**config.mk**
```make
export PLATFORM = sky130hd
export DESIGN_NAME = seg_scan_ctrl
export DESIGN_NICKNAME = d
export VERILOG_FILES = /design/src/rtl/seg_pkg.sv /design/src/rtl/hex7_lut.sv /design/src/rtl/seg_scan_ctrl.sv
export SDC_FILE = /design/constraint.sdc
export NUM_CORES = 1
export LEC_CHECK = 0
export CORE_MARGIN = 2
export CORE_UTILIZATION = 35
export CTS_BUF_LIST = sky130_fd_sc_hd__clkbuf_8 sky130_fd_sc_hd__clkbuf_16
export DETAILED_ROUTE_END_ITERATION = 12
export PLACE_DENSITY = 0.65
export SLEW_MARGIN = 0
export SYNTH_ARGS = -nofsm -noshare
export SYNTH_HDL_FRONTEND = slang
export SYNTH_SLANG_ARGS = --single-unit
```
**constraint.sdc**
```tcl
create_clock -name clk -period 2 [get_ports clk]
set_input_delay 0.5 -clock clk [delete_from_list [all_inputs] [get_ports clk]]
set_output_delay 0.5 -clock clk [all_outputs]
set_load 0.005 [all_outputs]
```
**src/rtl/seg_pkg.sv**
```systemverilog
// Shared constants for the 7-segment scan controller: segment patterns {a..g}, a = MSB,
// and a one-hot helper.
package seg_pkg;

    localparam int unsigned SEG_W    = 7;
    localparam int unsigned ONEHOT_W = 32;

    localparam logic [SEG_W-1:0] SEG_0   = 7'b1111110;
    localparam logic [SEG_W-1:0] SEG_1   = 7'b0110000;
    localparam logic [SEG_W-1:0] SEG_2   = 7'b1101101;
    localparam logic [SEG_W-1:0] SEG_3   = 7'b1111001;
    localparam logic [SEG_W-1:0] SEG_4   = 7'b0110011;
    localparam logic [SEG_W-1:0] SEG_5   = 7'b1011011;
    localparam logic [SEG_W-1:0] SEG_6   = 7'b1011111;
    localparam logic [SEG_W-1:0] SEG_7   = 7'b1110000;
    localparam logic [SEG_W-1:0] SEG_8   = 7'b1111111;
    localparam logic [SEG_W-1:0] SEG_9   = 7'b1111011;
    localparam logic [SEG_W-1:0] SEG_A   = 7'b1110111;
    localparam logic [SEG_W-1:0] SEG_B   = 7'b0011111;
    localparam logic [SEG_W-1:0] SEG_C   = 7'b1001110;
    localparam logic [SEG_W-1:0] SEG_D   = 7'b0111101;
    localparam logic [SEG_W-1:0] SEG_E   = 7'b1001111;
    localparam logic [SEG_W-1:0] SEG_F   = 7'b1000111;
    localparam logic [SEG_W-1:0] SEG_OFF = 7'b0000000;

    // Callers truncate to their own enable width.
    function automatic logic [ONEHOT_W-1:0] onehot(input int unsigned i);
        return ONEHOT_W'(1) << i;
    endfunction

endpackage

```
**src/rtl/hex7_lut.sv**
```systemverilog
// Combinational hex nibble to 7-segment pattern lookup.
module hex7_lut
    import seg_pkg::*;
(
    input  logic [3:0]       nib,
    output logic [SEG_W-1:0] seg
);

    always_comb begin
        seg = SEG_OFF;
        case (nib)
            4'h0: seg = SEG_0;
            4'h1: seg = SEG_1;
            4'h2: seg = SEG_2;
            4'h3: seg = SEG_3;
            4'h4: seg = SEG_4;
            4'h5: seg = SEG_5;
            4'h6: seg = SEG_6;
            4'h7: seg = SEG_7;
            4'h8: seg = SEG_8;
            4'h9: seg = SEG_9;
            4'hA: seg = SEG_A;
            4'hB: seg = SEG_B;
            4'hC: seg = SEG_C;
            4'hD: seg = SEG_D;
            4'hE: seg = SEG_E;
            4'hF: seg = SEG_F;
            default: seg = SEG_OFF;
        endcase
    end

endmodule

```
**src/rtl/seg_scan_ctrl.sv**
```systemverilog
// Multiplexed 7-segment scan controller with frame-aligned load/ack update.
// Optional leading-zero blanking is enabled by defining SEG_SCAN_LZB_EN.
module seg_scan_ctrl
    import seg_pkg::*;
#(
    parameter int unsigned DIGITS = 4,
    parameter int unsigned DIV    = 50000
) (
    input  logic                clk,
    input  logic                rst,
    input  logic [4*DIGITS-1:0] value,
    input  logic                load,
    output logic                ack,
    output logic [SEG_W-1:0]    seg,
    output logic [DIGITS-1:0]   digit_en
);

    localparam int unsigned CW = $clog2(DIV);
    localparam int unsigned IW = (DIGITS > 1) ? $clog2(DIGITS) : 1;
    localparam int unsigned VW = 4 * DIGITS;

    logic [CW-1:0]    cnt;
    logic [IW-1:0]    idx;
    logic             tick;
    logic             frame_end;
    logic [VW-1:0]    staging;
    logic [VW-1:0]    shadow;
    logic             pending;
    logic [3:0]       nib;
    logic [SEG_W-1:0] lut_seg;
    logic [DIGITS-1:0] blank;

    assign tick      = (cnt == CW'(DIV - 1));
    assign frame_end = tick && (idx == IW'(DIGITS - 1));

    // Digit slot prescaler and scan index.
    always_ff @(posedge clk) begin
        if (rst) begin
            cnt <= '0;
            idx <= '0;
        end else if (tick) begin
            cnt <= '0;
            idx <= frame_end ? '0 : idx + IW'(1);
        end else begin
            cnt <= cnt + CW'(1);
        end
    end

    // Staging/shadow handshake; a load coinciding with the boundary bypasses staging.
    always_ff @(posedge clk) begin
        if (rst) begin
            staging <= '0;
            shadow  <= '0;
            pending <= 1'b0;
            ack     <= 1'b0;
        end else begin
            ack <= 1'b0;
            if (load) begin
                staging <= value;
            end
            if (frame_end && pending) begin
                shadow  <= load ? value : staging;
                pending <= 1'b0;
                ack     <= 1'b1;
            end else if (load) begin
                pending <= 1'b1;
            end
        end
    end

`ifdef SEG_SCAN_LZB_EN
    logic seen;

    // Blank every digit above the most significant nonzero nibble; digit 0 always shows.
    always_comb begin
        blank = '0;
        seen  = 1'b0;
        for (int k = DIGITS - 1; k > 0; k--) begin
            if (shadow[4*k +: 4] != 4'h0) begin
                seen = 1'b1;
            end
            blank[k] = !seen;
        end
    end
`else
    assign blank = '0;
`endif

    assign nib = shadow[{idx, 2'b00} +: 4];

    hex7_lut u_lut (
        .nib (nib),
        .seg (lut_seg)
    );

    // Registered pin drive; the tick cycle is the dead slot between digits.
    always_ff @(posedge clk) begin
        if (rst) begin
            seg      <= SEG_OFF;
            digit_en <= '0;
        end else if (tick) begin
            seg      <= SEG_OFF;
            digit_en <= '0;
        end else begin
            digit_en <= DIGITS'(onehot(32'(idx)));
            seg      <= blank[idx] ? SEG_OFF : lut_seg;
        end
    end

endmodule

```
Word-level counts from Yosys, hierarchy flattened
Memories as Yosys holds them, arrays and structs flattened. A register that Yosys moved wholly into a read port is not among the register bits.
Cells that the tools add are included.
- $add $sub $neg: 2
- reductions and logical operators: 5
- shift-type cells: 2
- mux-type cells: 5
- equality and inequality tests: 2
- multiply operators: 0
- divide/modulo/power cells: 0
- bitwise gates (word level): 0
- $lt $le $gt $ge: 1
- operator list (cell ; number):
    $add 16x1->16 const B ; 1
    $eq 16x16->1 const B ; 1
    $mux 16 ; 1
    $shiftx 16x5->4 ; 1
    $reduce_or 2->1 ; 2
    $shl 1x2->4 const A ; 1
    $lt 2x3->1 const B ; 1
    $reduce_or 3->1 ; 1
    $add 2x1->2 const B ; 1
    $bmux 1 s2 ; 1
    $eq 2x2->1 const B ; 1
    $logic_and 1x1->1 ; 2
    $mux 1 ; 2
    $mux 2 ; 1
- output and inout bits: 12
- memories: 1
- logic and storage cells: 25
- bits in writable memories: 0
- input port bits: 19
- bits in read-only memories: 112
- bits in latches: 0
- bits in registers: 56
- memories (memory ; words ; width ; read ports ; clocked after Yosys merged registers in ; write ports ; RTL line ; source):
    (no name shown) ; 16 ; 7 ; 1 ; 1 ; 0 ; hex7_lut.sv:11 ; case (nib)

Longest topological paths before layout
- depth in word-level cells: 4
- mapped depth: 8
- gate-level depth less buffers: 6

Modules after synthesis
From an unflattened synthesis, not the netlist that was laid out.
- cell total of the unflattened synthesis: 274
- area total of the unflattened synthesis: 2816.5 um^2
- by module, submodules not included (module ; seq. area each (um^2) ; area an instance (um^2) ; times used ; cells each):
    seg_scan_ctrl ; 1261.2 ; 2521.2 ; 1 ; 241
    hex7_lut ; 0.0 ; 295.3 ; 1 ; 33

Worst setup path after synthesis
Ideal clock, no wire load.
- path kind: reg2reg
- from: register idx[0]
- to: register seg[6]
- arrival: 2118 ps
- setup slack: -192 ps
- library setup time: 74 ps
- cell stages (with the launch flop): 8
- path buffers: 2
- data required time: 1926 ps
- period minus slack after synthesis: 2192 ps
- cell sequence: dfxtp_1 buf_2 buf_4 mux4_2 ha_1 or3_1 a21o_1 a31oi_1
- cells in the longest elaborated chain, start to end: 3
- elaborated cells on any way between the ends: 4
- classes of those cells: 1 x shift; 2 x mux; 1 x reduce/logical
- RTL lines (item ; RTL line ; source):
    start: declaration ; seg_scan_ctrl.sv:23 ; logic [IW-1:0] idx;
    start signal: assignment ; seg_scan_ctrl.sv:43 ; idx <= frame_end ? '0 : idx + IW'(1);
    branches (longest 3 deep; another with $shiftx 16x5->4) ; -- ;
    end: declaration ; seg_scan_ctrl.sv:14 ; output logic [SEG_W-1:0] seg,
Parallel ways; which one is timed is not known. The select of a mux whose other input is x is not followed.
A chain may end at the register's enable or synchronous reset.

Worst setup path in the final report
Same ends and word-level chain as after synthesis.

==> summary.md <==
| Metric | Value |
|---|---|
| I/O Buffers | 30 |
| Class of the most critical setup path | reg -> reg |
| Initial drt markers | 81 |
| Final Skew | 0.0108 ns |
| Max_slew headroom | 80.7% |
| Clock transition at path regs | 0.08 ns |
| Root Buffer | clkbuf_8 |
| Vias in the first global route | 1929 |
| Die area | between 9000 and 10000 um2 |
| Fmax | about 0.53 GHz |
| CP endpoint kind | flop |
| Num ports | 31 |
| Synth Warn # | 0 |
| Final period utilization | 93.7% |
| Syn-to-layout area delta | 25.4% |
| Core Region | 8090 um2 |
| Cell Area, Synth | roughly 2900 um2 |
| Hold Slack | 0.465 ns |
| Reg-to-reg critical path endpoint | seg[6]$_SDFF_PP0_ |
| CTS Buf Count | 9 |
| Antenna Violating Nets Remaining | 0 |
| Slew Limit Fails | 0 |
| Met1 GRT Util | ~17% |
| Synth Flop Type | dfxtp_1 |
| RSZ-0062 raised after global routing | no |
| Setup violators final | 0 |
| Met2 Use GR | 19.3% |
| Tot Pwr | 0.00284 W |
| Clock buffer depth | 2 |
| Fin util | 44.8% |
| Gate Count Post-Synth | 270 |
| EDFF count, synth | 0 |
| GR peak layer | met2 |
| Die width | about 95 um |
| First-pass GRT wire length | 8960 um |
| Num Clock Sinks | 63 |
| Die height | about 95 um |
| HPWL after detailed placement | 3720 um |
| FF+latch count, synth | 63 |
| Cell Rows | 33 |
| WP data required | 2.27 ns |
| DR vias/cell | 4.78 |
| Worst reg-to-reg setup slack | 0.13 ns |
| Crit-path max FO | 6 |
| Status | finished clean |
| DR vias | 1988 |
| Final period demand of the worst path | 1.87 ns |
| Largest net degree at the start of global routing | 39 |
| Worst path max stage delay | roughly 0.58 ns |
| Final WL | 5390 um |
| Hold crit path type | reg -> reg |
| # resized after CTS | 0 |
| Hold Crit Depth | 1 |
| Slew @ Worst Pin | just under 0.3 ns |
| Starting Density | 35.7% |
| Share of layout cells above drive strength 1 | 20.6% |
| Final global-route overflow total | 0 |
| Htree depth | 3 |
| Worst R2R Start | idx[0]$_SDFFE_PP0P_ |
| DRC viols | 0 |
| Netlist cell types | 42 |
| Mean Syn Cell Area | 10.7 um2 |
| CP arrival | about 2.1 ns |
| Initial DRT Pass Iterations | 4 |
| Number of buffers inserted by hold repair at cts | 0 |
| Hold Fails Final Rpt | 0 |
| Worst Hold Endpoint | cnt[0]$_SDFF_PP0_ |
| Max IR drop VDD | between 300 and 400 uV |
| # diodes | 0 |
| Worst-Skew Late Latency | roughly 0.35 ns |
| Layout net count | 334 |
| GP Congestion | 0.772 |
| Initial antenna violation count | 0 |
| Sequential area share after synthesis | 43.6% |
| Met3 GRT Util | 4.47% |
| CTS tree | built |
| Final setup TNS | 0 ns |
| Synth Net Count | slightly below 300 |
| Critical path startpoint category | flop |
| R2R depth | 5 |
| Post-DR wirelength/cell | 13.0 um |
| Ys async rst share | 0% |
| Max cap viols | 0 |
| Hold Startpoint | cnt[0]$_SDFF_PP0_ |
| Filler Cell Count | 749 |
| Leakage | between 1 and 1.5 nW |
| Critical path's slowest cell | mux4_2 |
| Most frequent cells in the layout | 62 x dfxtp_1, 34 x nor2_1, 30 x clkdlybuf4s50_1 |
| Postcts setup bufs | 0 |
| Global-route usage over all layers | between 10% and 20% |
| Pwr Density | just under 800 nW/um2 |
| Critical-path cell list | mux4_2 -> ha_4 -> or3_1 -> a21o_1 -> a31oi_1 |
| Commonest non-fill, non-tap cell in the layout | dfxtp_1 |
[sequential cells by signal, indices dropped and copies added (netlist names)]
name / flops
ack: 1
cnt: 16
digit_en: 4
idx: 2
pending: 1
seg: 7
shadow: 16
staging: 16
[per-stage QoR]
step	cell area, um2	worst slack (ns)	instances
6_report	3620	0.127	416
5_1_grt	3620	0.00549	416
4_1_cts	3590	0.0897	413
3_5_place_dp	3340	0.104	397
3_3_place_gp	3340	0.151	397
2_1_floorplan	2920	-0.00659	270
[synth_stat cells, types with 2 or more instances]
cell type	n	area (um2)
a21oi_1	4	20.0
nor2b_1	17	106
buf_2	5	25.0
clkbuf_1	8	30.0
xor2_1	10	87.6
nor2_1	34	128
nand4_1	4	25.0
nor3_1	4	20.0
mux2i_1	23	230
o21ai_0	2	10.0
and3_1	3	18.8
dfxtp_1	63	1260
xnor2_1	6	52.6
or3_1	3	18.8
buf_6	2	22.5
inv_1	3	11.3
and4bb_2	2	25.0
nand2b_1	2	12.5
nor3b_1	4	30.0
mux2_2	15	169
mux4_2	4	90.1
nand2_1	9	33.8
buf_4	2	15.0
mux2_4	5	75.1
ha_1	9	113
o221a_2	3	33.8
and4_1	3	26.3
nand3_1	6	30.0
mux2i_4	2	45.0
[where the power goes]
group / switching, W / internal, W
Sequential: 0.0000110 / 0.00129
Clock: 0.000528 / 0.000870
Combinational: 0.0000584 / 0.0000815
[final cells by class]
cell class	count	area, um2	share of cell area [%]
clock buffers	10	138	3.80
multi-input cells	187	1540	42.4
repair buffers	42	428	11.8
clock inverters	6	115	3.18
inverters	3	11.3	0.311
well taps	105	131	3.63
flip-flops and latches	63	1260	34.8
[critical path, delay by kind of cell, from the launching register on]
kind                     cells  cell delay, ns
AO/OA/AOI/OAI                2            0.33
adder cells (fa/ha/maj)      1            0.21
flip-flops                   1            0.37
multiplexers                 1            0.58
AND/OR/NAND/NOR              1            0.31
[layer usage]
metal	share of wire (%)	vias up
li1	-	1008
met5	0	-
met3	4.0	11
met4	2.4	0
met2	44	44
met1	50	925
[logic make-up after synthesis]
logic type | Yosys count | share of synthesized area, %
compound gates | 15 | 3.81
buf+inv | 20 | 3.59
xor+xnor | 16 | 4.85
flops | 63 | 43.6
simple gates | 98 | 19.1
mux | 49 | 21.1
fa+ha+maj | 9 | 3.90
[worst max path at each step]
stage | startpoint | to | slack [ns] | cells after the start
floorplan | idx[0]$_SDFFE_PP0P_ | seg[6]$_SDFF_PP0_ | -0.007 | 7
global placement | idx[0]$_SDFFE_PP0P_ | seg[2]$_SDFF_PP0_ | 0.15 | 5
detailed placement | load | shadow[1]$_SDFFE_PP0P_ | 0.10 | 5
CTS | idx[0]$_SDFFE_PP0P_ | seg[5]$_SDFF_PP0_ | 0.09 | 6
global route | idx[0]$_SDFFE_PP0P_ | seg[5]$_SDFF_PP0_ | 0.005 | 6
finish | idx[0]$_SDFFE_PP0P_ | seg[6]$_SDFF_PP0_ | 0.13 | 5
No activity file was read; power rests on OpenSTA's default activity.
